[src/rtl/param_control_unit.sv]
// Instruction sequencer: FETCH/DECODE/OPND1/OPND2/MEM/EXEC control for a small accumulator-less CPU.
// Optional single-step gating of instruction fetch is built when CTRL_STEP_EN is defined.
module param_control_unit #(
    parameter int DATA_W = 8,
    parameter int REG_AW = 4
) (
    input  logic              clk,
    input  logic              reset,
    input  logic [DATA_W-1:0] mem_rdata,
    input  logic              mem_rdy,
    input  logic [3:0]        ccr,
    input  logic              step_req,
    output logic              mem_req,
    output logic              mem_we,
    output logic              addr_sel,
    output logic              ir_load,
    output logic              pc_inc,
    output logic              pc_load,
    output logic [REG_AW-1:0] rf_raddr_a,
    output logic [REG_AW-1:0] rf_raddr_b,
    output logic [REG_AW-1:0] rf_waddr,
    output logic              rf_we,
    output logic [1:0]        wdata_sel,
    output logic [3:0]        alu_sel,
    output logic              ccr_load,
    output logic [DATA_W-1:0] imm_out,
    output logic [DATA_W-1:0] addr_out,
    output logic              illegal,
    output logic              busy
);
    typedef enum logic [2:0] {
        FETCH = 3'd0, DECODE = 3'd1, OPND1 = 3'd2, OPND2 = 3'd3, MEM = 3'd4, EXEC = 3'd5
    } state_t;

`ifdef CTRL_STEP_EN
    localparam logic STEP_EN = 1'b1;
    logic step_s;
    assign step_s = step_req;
`else
    localparam logic STEP_EN = 1'b0;
    logic step_unused_s;
    logic step_s;
    assign step_unused_s = step_req;
    assign step_s = 1'b0;
`endif

    function automatic logic op_legal(input logic [7:0] op);
        case (op)
            8'h80, 8'h81, 8'h82, 8'h90, 8'h91, 8'h92, 8'h93, 8'h94,
            8'hA0, 8'hA1, 8'h20, 8'h21, 8'h22, 8'h23, 8'h24,
            8'h25, 8'h26, 8'h27, 8'h28: op_legal = 1'b1;
            default:                    op_legal = 1'b0;
        endcase
    endfunction

    function automatic logic [3:0] alu_code(input logic [7:0] op);
        case (op)
            8'h90:   alu_code = 4'd0;
            8'h91:   alu_code = 4'd1;
            8'h92:   alu_code = 4'd4;
            8'h93:   alu_code = 4'd5;
            8'h94:   alu_code = 4'd6;
            8'hA0:   alu_code = 4'd7;
            8'hA1:   alu_code = 4'd8;
            default: alu_code = 4'd0;
        endcase
    endfunction

    // Flags are {N,Z,V,C}; condition index is the branch opcode's low nibble.
    function automatic logic br_taken(input logic [3:0] cond, input logic [3:0] f);
        case (cond)
            4'd0:    br_taken = 1'b1;
            4'd1:    br_taken = ~f[0];
            4'd2:    br_taken = f[0];
            4'd3:    br_taken = ~f[2];
            4'd4:    br_taken = f[2];
            4'd5:    br_taken = ~f[3];
            4'd6:    br_taken = f[3];
            4'd7:    br_taken = ~f[1];
            4'd8:    br_taken = f[1];
            default: br_taken = 1'b0;
        endcase
    endfunction

    state_t              state_q, state_d;
    logic [7:0]          ir_q, ir_d;
    logic [DATA_W-1:0]   imm_q, imm_d, addr_q, addr_d, imm_out_q, imm_out_d;
    logic                go_q, go_d, acc_s;
    logic                mem_req_q, mem_req_d, mem_we_q, mem_we_d, addr_sel_q, addr_sel_d;
    logic                inc_en_q, inc_en_d, fetch_en_q, fetch_en_d, ld_en_q, ld_en_d;
    logic                pc_load_q, pc_load_d, rf_we_q, rf_we_d, ccr_load_q, ccr_load_d;
    logic                illegal_q, illegal_d, busy_q, busy_d;
    logic [REG_AW-1:0]   raddr_a_q, raddr_a_d, raddr_b_q, raddr_b_d, waddr_q, waddr_d;
    logic [1:0]          wdata_sel_q, wdata_sel_d;
    logic [3:0]          alu_sel_q, alu_sel_d;

    // Next state, operand capture, and next-cycle output decode from the next state.
    always_comb begin
        state_d = state_q;
        ir_d    = ir_q;
        imm_d   = imm_q;
        addr_d  = addr_q;
        go_d    = go_q;
        acc_s   = mem_req_q & mem_rdy;
        case (state_q)
            FETCH: begin
                if (!go_q) go_d = step_s | ~STEP_EN;
                else       go_d = go_q;
                if (acc_s) begin
                    state_d = DECODE;
                    ir_d    = mem_rdata[7:0];
                end else begin
                    state_d = FETCH;
                end
            end
            DECODE: begin
                if (op_legal(ir_q)) begin
                    state_d = OPND1;
                end else begin
                    state_d = FETCH;
                    go_d    = ~STEP_EN;
                end
            end
            OPND1: begin
                if (acc_s) begin
                    imm_d   = mem_rdata;
                    state_d = (ir_q[7:4] == 4'h8 || ir_q[7:4] == 4'h9) ? OPND2 : EXEC;
                end else begin
                    state_d = OPND1;
                end
            end
            OPND2: begin
                if (acc_s) begin
                    addr_d  = mem_rdata;
                    state_d = (ir_q == 8'h81 || ir_q == 8'h82) ? MEM : EXEC;
                end else begin
                    state_d = OPND2;
                end
            end
            MEM: begin
                if (acc_s) state_d = EXEC;
                else       state_d = MEM;
            end
            EXEC: begin
                state_d = FETCH;
                go_d    = ~STEP_EN;
            end
            default: state_d = FETCH;
        endcase

        mem_req_d   = 1'b0;
        mem_we_d    = 1'b0;
        addr_sel_d  = 1'b0;
        inc_en_d    = 1'b0;
        fetch_en_d  = 1'b0;
        ld_en_d     = 1'b0;
        pc_load_d   = 1'b0;
        rf_we_d     = 1'b0;
        ccr_load_d  = 1'b0;
        illegal_d   = 1'b0;
        busy_d      = 1'b1;
        raddr_a_d   = {REG_AW{1'b0}};
        raddr_b_d   = {REG_AW{1'b0}};
        waddr_d     = {REG_AW{1'b0}};
        wdata_sel_d = 2'd0;
        alu_sel_d   = 4'd0;
        imm_out_d   = imm_d;
        case (state_d)
            FETCH: begin
                mem_req_d  = go_d;
                inc_en_d   = go_d;
                fetch_en_d = go_d;
                busy_d     = go_d;
            end
            DECODE: illegal_d = ~op_legal(ir_d);
            OPND1, OPND2: begin
                mem_req_d = 1'b1;
                inc_en_d  = 1'b1;
            end
            MEM: begin
                mem_req_d  = 1'b1;
                addr_sel_d = 1'b1;
                if (ir_d == 8'h82) begin
                    mem_we_d  = 1'b1;
                    raddr_a_d = imm_d[REG_AW-1:0];
                end else begin
                    ld_en_d     = 1'b1;
                    wdata_sel_d = 2'd2;
                    waddr_d     = imm_d[REG_AW-1:0];
                end
            end
            EXEC: begin
                case (ir_d[7:4])
                    4'h8: begin
                        // LDI: the immediate arrives as operand 2 and is shown on imm_out.
                        if (ir_d == 8'h80) begin
                            rf_we_d     = 1'b1;
                            waddr_d     = imm_d[REG_AW-1:0];
                            wdata_sel_d = 2'd1;
                            imm_out_d   = addr_d;
                        end else begin
                            rf_we_d = 1'b0;
                        end
                    end
                    4'h9, 4'hA: begin
                        rf_we_d    = 1'b1;
                        ccr_load_d = 1'b1;
                        raddr_a_d  = imm_d[REG_AW-1:0];
                        raddr_b_d  = addr_d[REG_AW-1:0];
                        waddr_d    = imm_d[REG_AW-1:0];
                        alu_sel_d  = alu_code(ir_d);
                    end
                    4'h2:    pc_load_d = br_taken(ir_d[3:0], ccr);
                    default: pc_load_d = 1'b0;
                endcase
            end
            default: busy_d = 1'b1;
        endcase
    end

    // State, operand and registered-output flops; reset abandons any instruction in flight.
    always_ff @(posedge clk or negedge reset) begin
        if (!reset) begin
            state_q     <= FETCH;
            ir_q        <= 8'h00;
            imm_q       <= {DATA_W{1'b0}};
            addr_q      <= {DATA_W{1'b0}};
            imm_out_q   <= {DATA_W{1'b0}};
            go_q        <= 1'b0;
            mem_req_q   <= 1'b0;
            mem_we_q    <= 1'b0;
            addr_sel_q  <= 1'b0;
            inc_en_q    <= 1'b0;
            fetch_en_q  <= 1'b0;
            ld_en_q     <= 1'b0;
            pc_load_q   <= 1'b0;
            rf_we_q     <= 1'b0;
            ccr_load_q  <= 1'b0;
            illegal_q   <= 1'b0;
            busy_q      <= 1'b0;
            raddr_a_q   <= {REG_AW{1'b0}};
            raddr_b_q   <= {REG_AW{1'b0}};
            waddr_q     <= {REG_AW{1'b0}};
            wdata_sel_q <= 2'd0;
            alu_sel_q   <= 4'd0;
        end else begin
            state_q     <= state_d;
            ir_q        <= ir_d;
            imm_q       <= imm_d;
            addr_q      <= addr_d;
            imm_out_q   <= imm_out_d;
            go_q        <= go_d;
            mem_req_q   <= mem_req_d;
            mem_we_q    <= mem_we_d;
            addr_sel_q  <= addr_sel_d;
            inc_en_q    <= inc_en_d;
            fetch_en_q  <= fetch_en_d;
            ld_en_q     <= ld_en_d;
            pc_load_q   <= pc_load_d;
            rf_we_q     <= rf_we_d;
            ccr_load_q  <= ccr_load_d;
            illegal_q   <= illegal_d;
            busy_q      <= busy_d;
            raddr_a_q   <= raddr_a_d;
            raddr_b_q   <= raddr_b_d;
            waddr_q     <= waddr_d;
            wdata_sel_q <= wdata_sel_d;
            alu_sel_q   <= alu_sel_d;
        end
    end

    // Completion strobes must land in the memory-ready cycle itself.
    assign pc_inc      = inc_en_q & mem_rdy;
    assign ir_load     = fetch_en_q & mem_rdy;
    assign rf_we       = rf_we_q | (ld_en_q & mem_rdy);
    assign mem_req     = mem_req_q;
    assign mem_we      = mem_we_q;
    assign addr_sel    = addr_sel_q;
    assign pc_load     = pc_load_q;
    assign ccr_load    = ccr_load_q;
    assign illegal     = illegal_q;
    assign busy        = busy_q;
    assign rf_raddr_a  = raddr_a_q;
    assign rf_raddr_b  = raddr_b_q;
    assign rf_waddr    = waddr_q;
    assign wdata_sel   = wdata_sel_q;
    assign alu_sel     = alu_sel_q;
    assign imm_out     = imm_out_q;
    assign addr_out    = addr_q;

endmodule

[config.mk]
export PLATFORM = sky130hd
export DESIGN_NAME = param_control_unit
export DESIGN_NICKNAME = d
export VERILOG_FILES = /design/src/rtl/param_control_unit.sv
export SDC_FILE = /design/constraint.sdc
export NUM_CORES = 1
export LEC_CHECK = 0
export BUFFER_PORTS_ARGS = -buffer_cell sky130_fd_sc_hd__buf_4
export CORE_MARGIN = 1.5
export CORE_UTILIZATION = 50
export CTS_BUF_LIST = sky130_fd_sc_hd__clkbuf_8
export DETAILED_ROUTE_END_ITERATION = 8
export PLACE_DENSITY_LB_ADDON = 0.05
export SYNTH_ARGS = -nofsm -noshare
export SYNTH_HDL_FRONTEND = slang
export SYNTH_SLANG_ARGS = --single-unit
[constraint.sdc]
create_clock -name clk -period 3.2 [get_ports clk]
set_clock_uncertainty 0.2 [all_clocks]
set_input_delay 0.16 -clock clk [delete_from_list [all_inputs] [get_ports clk]]
set_output_delay 0.16 -clock clk [all_outputs]
set_load 0.05 [all_outputs]
==> results.txt, run 1 <==
----------------------------------------------------
[Drt]
  Post-detailed-routing wire length ... 6840 um
  Number of nets still failing antenna checks after routing ... 0
  Iteration count of the initial detailed-routing pass ... 4
  Count of routing violations after the opening detailed-route iteration ... 112
  Post-detailed-route wirelength per cell ... 16.2 um
  Drc violations ... 0
  Number of vias after detailed routing ... 2,306
  Via density per instance ... 5.45

[Timing]
  Max frequency ... 370 MHz
  Final-layout setup total negative slack ... 0 ps
  Fraction of the cycle the final worst path needs ... 84.5%
  Transition time at the pin with the least slew margin ... 799 ps
  Crit path setup slack, layout ... 496 ps
  Hold violation count in the final report ... 0
  Post-route minimum period ... 2700 ps
  Unrepaired setup endpoints after global routing ... false
  Number of endpoints failing setup at the final stage ... 0
  Slew Viols, Final ... 0
  Slew margin rel. ... 46.7%

[Power and ir drop]
  Switching power of the nets ... 0.00156 W
  Worst-case vdd ir drop ... 618 uV
  Cell-internal power ... 0.00207 W
  Power per unit of standard cell area ... 951 mW/mm^2
  Sequential Power Share ... 35.1%
  Clock power share ... 19.6%
  Fraction of power spent switching nets ... 43.0%
  Static leakage ... 1.81 nW
  Comb pwr share ... 45.3%
  Design Power ... 0.00363 W

[GRT]
  Maximum number of pins on one net before global-route repair ... 66
  GRT Residual Overflow ... 0
  Number of global-route vias before repair ... 2,271
  Antenna violations before repair ... 0
  All-layer global routing usage ... 23.4%
  Global-route wire length before repair ... 11,100 um

[Finish]
  Layout fillers ... 476
  Number of nets in the final layout ... 359
  Final cell utilization of the core ... 64.9%
  Layout Cell Area excl Fill ... 0.00382 mm^2
  Layout cells sized above 1 ... 31.0%
  Diodes inserted ... 0
  Layout overhead on the synthesized area ... 26.5%

[Run]
  Max-capacitance violation count ... 0

[Logic synthesis]
  Synth Register Bits ... 65
  Unique cell type count in the Yosys netlist ... 54
  Complex-gate fraction of the synthesized area ... 8.74%
  Parity-gate share of the synthesized area counting xor and xnor cells ... 0.870%
  Register area share after synthesis ... 53.9%
  Number of synthesized flops with an enable pin ... 0
  Simple-gate area share of the yosys netlist ... 18.6%
  YS warnings ... 0
  Combinational family with the most area after synthesis ... simple AND/OR/NAND/NOR gates
  Portion of netlist area occupied by mux cells ... 13.2%
  Prevailing post-synth register cell ... dfrtp_1
  Synth Net Count ... 287
  Gate count after technology mapping ... 271
  Mean Syn Cell Area ... 11.1 um^2
  Async SR Flop Fraction ... 100%
  Netlist area before placement ... 0.00302 mm^2
  Area share of fa/ha/maj cells after synthesis ... 0%

[Critical path]
  Logic depth of the worst register-to-register path ... 6
  Required arrival time at the worst endpoint ... 3250 ps
  Crit path arrival time ... 2750 ps
  Critical path launch point type ... flip-flop
  Sort of element at the end of the critical path ... flip-flop
  Crit path max fanout ... 16
  Setup Crit Path Kind ... reg -> reg

[Die]
  Rows ... 28
  Die outline area ... 0.00651 mm^2
  Die X-Extent ... 80.7 um
  Die H ... 80.7 um
  Placeable core region ... 0.00589 mm^2
  Initial cell density of the core ... 51.3%
  Top-level I/O count ... 60

[Place]
  DP Worst Slack ... 531 ps
  Port Buf Inserts ... 58
  HPWL after DPL ... 4600 um
  Placer Congestion ... 0.852
  Total placed instance area ... 0.00350 mm^2

[Status]
  Result of the run ... finished, final reports clean

[Clock tree]
  Setup fix buffers added after clock tree synthesis ... 0
  TritonCTS clock tree ... built
  Number of clock sinks ... 65
  Cell chosen for the clock root ... clkbuf_8
  Clock buffer depth ... 2
  Inserted Clock Buffers ... 9
  Deepest level of the CTS H-tree ... 3
  Clock latency reported for the late side of the worst-skew pair ... 350 ps
  Clock-pin slew reported for the worst setup and hold paths after clock tree synthesis ... 70 ps

[Worst hold path]
  Class of the tightest hold or removal check ... in -> reg
  Worst hold path depth ... 5

----------------------------------------------------
## cells in the final DEF, fill, tap and decap left out, drive strengths merged, types with 3 or more instances in the layout
cell	instances
a21oi	9
a221o	3
a22oi	3
buf	62
clkbuf	11
dfrtp	65
dlygate4sd3	11
inv	19
mux2	19
mux2i	17
nand2	25
nand2b	6
nand3	5
nand3b	3
nor2	23
nor2b	4
nor3	9
nor3b	3
nor4	5
o21ai	5
o22ai	3
xnor2	3
## flip-flops by register name, summed over array words and instances, names as in the netlist, 4 cells and up
| signal | cells |
|---|---|
| addr_out | 8 |
| rf_raddr_a | 4 |
| rf_raddr_b | 4 |
| alu_sel | 4 |
| ir_q | 8 |
| rf_waddr | 4 |
| imm_q | 8 |
| imm_out | 8 |
## power by group through the flow
stage | Combinational [W] | Sequential [W] | Clock, W
final | 0.00165 | 0.00128 | 0.000712
after global routing | 0.00178 | 0.00132 | 0.000767
after CTS | 0.00165 | 0.00127 | 0.000731
after global placement | 0.00161 | 0.00127 | 0
after floorplan | 0.000873 | 0.00162 | 0
after detailed placement | 0.00164 | 0.00128 | 0
## cell families after synthesis
logic type / after synthesis
simple gates: 100
flops: 65
compound gates: 37
mux: 36
buf+inv: 30
xor+xnor: 3
## worst paths after layout
kind / slack [ps] / endpoint / start
setup reg to reg: 500 / illegal$_DFF_PN0_ / state_q[1]$_DFF_PN0_
max in group asynchronous: 2030 / imm_q[3]$_DFF_PN0_ / reset
setup / recovery: 500 / illegal$_DFF_PN0_ / state_q[1]$_DFF_PN0_
hold / removal: 50 / pc_load$_DFF_PN0_ / ccr[0]
hold reg to reg: 310 / imm_q[4]$_DFF_PN0_ / imm_q[4]$_DFF_PN0_
min in group asynchronous: 240 / busy$_DFF_PN0_ / reset
## routing by layer
metal  vias to the layer above  wire, um  track usage [%]
met2                        67      3280             36.8
li1                       1087         -                -
met4                         0       121             7.41
met5                         -         0                0
met1                      1140      3040             30.7
met3                        12       404             7.84
## synth_stat cells, types with 3 or more instances
cell type / instances / area share [%]
buf_2: 3 / 0.50
nand2b_1: 6 / 1.2
nor2b_1: 4 / 0.83
inv_1: 17 / 2.1
nand3b_1: 3 / 0.75
a22oi_1: 3 / 0.75
dfrtp_1: 65 / 54
o21ai_0: 4 / 0.66
o22ai_1: 3 / 0.62
nand3_1: 5 / 0.83
xnor2_1: 3 / 0.87
buf_6: 3 / 1.1
nor2_1: 22 / 2.7
a21oi_1: 9 / 1.5
mux2_4: 4 / 2.0
nor4_1: 5 / 1.0
mux2i_1: 17 / 5.6
nor3_1: 7 / 1.2
clkbuf_1: 5 / 0.62
nand2_1: 25 / 3.1
mux2_2: 15 / 5.6
## critical path, stage by stage (launching register included)
cell and delay (ps):
dfrtp_1 490, nand4bb_4 320, nand2b_1 460, a21oi_1 480, a2bb2oi_1 260, o22ai_1 120, nor4_1 270
## stage by stage
step / hold slack [ps] / cells
6_report: 51.8 / 423
3_3_place_gp: 101 / 396
2_1_floorplan: -336 / 271
4_1_cts: 40.5 / 423
3_5_place_dp: 104 / 396
5_1_grt: 59.5 / 423
## cell type report
cell class / instances / area [um^2] / share of cell area [%]
inverters: 18 / 67.6 / 1.77
multi-input cells: 176 / 1250 / 32.7
well taps: 75 / 93.8 / 2.46
clock buffers: 11 / 151 / 3.96
repair buffers: 73 / 576 / 15.1
clock inverters: 5 / 55.1 / 1.44
flip-flops and latches: 65 / 1630 / 42.6
## repair_timing
| item | 4_1_cts | 5_1_grt |
|---|---|---|
| gates resized for setup | 0 | 0 |
| hold buffers | 11 | 0 |
| endpoints found under the hold margin | 91 | 0 |
Power figures use the tool's default switching activity.
==> run 2: changes to the inputs <==
Clock period 3.2 ns to 2.8 ns, I/O delays scaled along.
==> results.txt, run 2 (synthesis results as in run 1) <==
----------------------------------------------------
[Critical path]
  Register-to-register setup slack ... 320 ps (was 500 ps)
  Required arrival time at the worst endpoint ... 2830 ps (was 3250 ps)
  Sort of element at the end of the critical path ... flip-flop (unchanged)
  Crit path arrival time ... 2520 ps (was 2750 ps)
  Cell mode on critical path ... buf_4
  Slowest Stage Delay on Critical Path ... 540 ps (was 490 ps)
  Setup Crit Path Kind ... in -> reg (was reg -> reg)
  Critical path launch point type ... input pin (was flip-flop)
  Cell Chain, Critical Path ... dlygate4sd3_1, buf_4, or3b_2, and3b_1, mux2i_1, nor3b_2, buf_4, mux2_4 (was nand4bb_4, nand2b_1, a21oi_1, a2bb2oi_1, o22ai_1, nor4_1)
  Crit path max fanout ... 9 (was 16)
  Highest-delay cell along the critical path ... dlygate4sd3_1 (was dfrtp_1)

[Die]
  Die H ... 80.7 um (unchanged)
  Top-level I/O count ... 60 (unchanged)
  Rows ... 28 (unchanged)
  Placeable core region ... 0.00589 mm^2 (unchanged)
  Die X-Extent ... 80.7 um (unchanged)
  Die outline area ... 0.00651 mm^2 (unchanged)
  Initial cell density of the core ... 51.3% (unchanged)

[Drt]
  Post-detailed-routing wire length ... 6960 um (was 6840 um)
  Number of nets still failing antenna checks after routing ... 0 (unchanged)
  Drc violations ... 0 (unchanged)
  Number of vias after detailed routing ... 2,334 (was 2,306)
  Via density per instance ... 5.43 (was 5.45)
  Iteration count of the initial detailed-routing pass ... 4 (unchanged)
  Count of routing violations after the opening detailed-route iteration ... 119 (was 112)
  Post-detailed-route wirelength per cell ... 16.2 um (about the same)

[Finish]
  Layout overhead on the synthesized area ... 28.9% (was 26.5%)
  Layout fillers ... 490 (was 476)
  Diodes inserted ... 0 (unchanged)
  Top library cells by usage in the layout, fill and taps aside ... 69 x buf_4, 65 x dfrtp_1, 25 x nand2_1 (was 65 x dfrtp_1, 62 x buf_4, 25 x nand2_1)
  Leading cell type in the layout, fill and taps excluded ... buf_4 (was dfrtp_1)
  Number of nets in the final layout ... 366 (was 359)
  Layout cells sized above 1 ... 32.7% (was 31.0%)

[Place]
  Placer Congestion ... 0.859 (was 0.852)
  Port Buf Inserts ... 58 (unchanged)
  HPWL after DPL ... 4850 um (was 4600 um)

[Timing]
  Final-layout setup total negative slack ... 0 ps (unchanged)
  Fraction of the cycle the final worst path needs ... 88.8%
  Unrepaired setup endpoints after global routing ... false (unchanged)
  Post-route minimum period ... 2490 ps
  Max frequency ... 402 MHz
  Slew margin rel. ... 45.6% (was 46.7%)
  Slew Viols, Final ... 0 (unchanged)
  Transition time at the pin with the least slew margin ... 816 ps (was 799 ps)
  Number of endpoints failing setup at the final stage ... 0 (unchanged)
  Hold violation count in the final report ... 0 (unchanged)

[Power and ir drop]
  Design Power ... 0.00431 W (was 0.00363 W)
  Static leakage ... 1.85 nW (was 1.81 nW)
  Power per unit of standard cell area ... 1110 mW/mm^2 (was 951 mW/mm^2)
  Worst-case vdd ir drop ... 683 uV (was 618 uV)

[Status]
  Result of the run ... finished, final reports clean (unchanged)

[Clock tree]
  Setup fix buffers added after clock tree synthesis ... 0 (unchanged)
  Cell chosen for the clock root ... clkbuf_8 (unchanged)
  Inserted Clock Buffers ... 9 (unchanged)
  Number of clock sinks ... 65 (unchanged)
  Deepest level of the CTS H-tree ... 3 (unchanged)
  Clock latency reported for the late side of the worst-skew pair ... 340 ps (was 350 ps)
  Clock buffer depth ... 2 (unchanged)
  TritonCTS clock tree ... built (unchanged)
  Clock-pin slew reported for the worst setup and hold paths after clock tree synthesis ... 80 ps (was 70 ps)

[GRT]
  Antenna violations before repair ... 0 (unchanged)
  Global-route wire length before repair ... 11,000 um (was 11,100 um)
  Maximum number of pins on one net before global-route repair ... 66 (unchanged)
  Number of global-route vias before repair ... 2,270 (was 2,271)
  GRT Residual Overflow ... 0 (unchanged)
  All-layer global routing usage ... 22.8% (was 23.4%)

[Run]
  Max-capacitance violation count ... 0 (unchanged)

[Worst hold path]
  Class of the tightest hold or removal check ... in -> reg (unchanged)

----------------------------------------------------
run 2: cell types whose count changed in the layout (fill, tap and decap cells not counted):
cell / before / now
buf_4: 62 / 69
bufinv_16: 1 / 2
clkbuf_8: 11 / 10
clkinv_4: 1 / 0
clkinvlp_4: 1 / 2
inv_1: 18 / 17
inv_6: 0 / 1
run 2: path summary, 6_finish.rpt:
| kind | from | to | cells after the start |
|---|---|---|---|
| min in group asynchronous | reset | ir_q[1]$_DFF_PN0_ | 2 |
| max | mem_rdata[5] | imm_out[5]$_DFF_PN0_ | 8 |
| min reg2reg | imm_q[4]$_DFF_PN0_ | imm_q[4]$_DFF_PN0_ | 1 |
| min | ccr[0] | pc_load$_DFF_PN0_ | 5 |
| max in group asynchronous | reset | ir_q[4]$_DFF_PN0_ | 2 |
| max reg2reg | state_q[1]$_DFF_PN0_ | pc_load$_DFF_PN0_ | 6 |
run 2: through the flow:
stage                     utilization, %  area [um^2]  instances  setup WS (ps)  hold WS, ps
after floorplan                        -         3020        271            236         -356
after global placement              60.4         3560        403            328         83.7
after detailed placement            60.4         3560        403            320         82.0
after CTS                           66.1         3890        430            310         29.0
after global routing                66.1         3890        430            134         70.2
final                               66.1         3890        430            313         34.5
run 2: critical path, delay by kind of cell:
family	cells	cell delay [ps]
mux	2	450
simple gates	3	980
buf+inv	3	940
run 2: power by group:
group / switching, W / internal (W)
combinational: 0.00125 / 0.000740
clock: 0.000375 / 0.000527
sequential: 0.000199 / 0.00122
run 2: cell type report:
class	count	area (um^2)	area share [%]
tap	75	93.8	2.41
sequential	65	1630	41.8
inverter	18	67.6	1.74
clock inverter	6	88.8	2.28
clock buffer	10	138	3.54
timing repair buffer	80	628	16.1
multi-input combinational	176	1250	32.1
run 2: repair_timing:
action                                 CTS  global route
endpoints found under the hold margin   92             0
gates resized for setup                  0             0
hold buffers                            11             0
run 2: layer usage:
layer	GRT usage (%)	share of wire (%)	routed length (um)	vias up
met1	30.7	44	3090	1126
met3	5.00	6.2	433	11
met2	35.5	48	3330	88
li1	-	-	-	1109
met4	10.3	1.5	102	0
met5	0	0	0	-
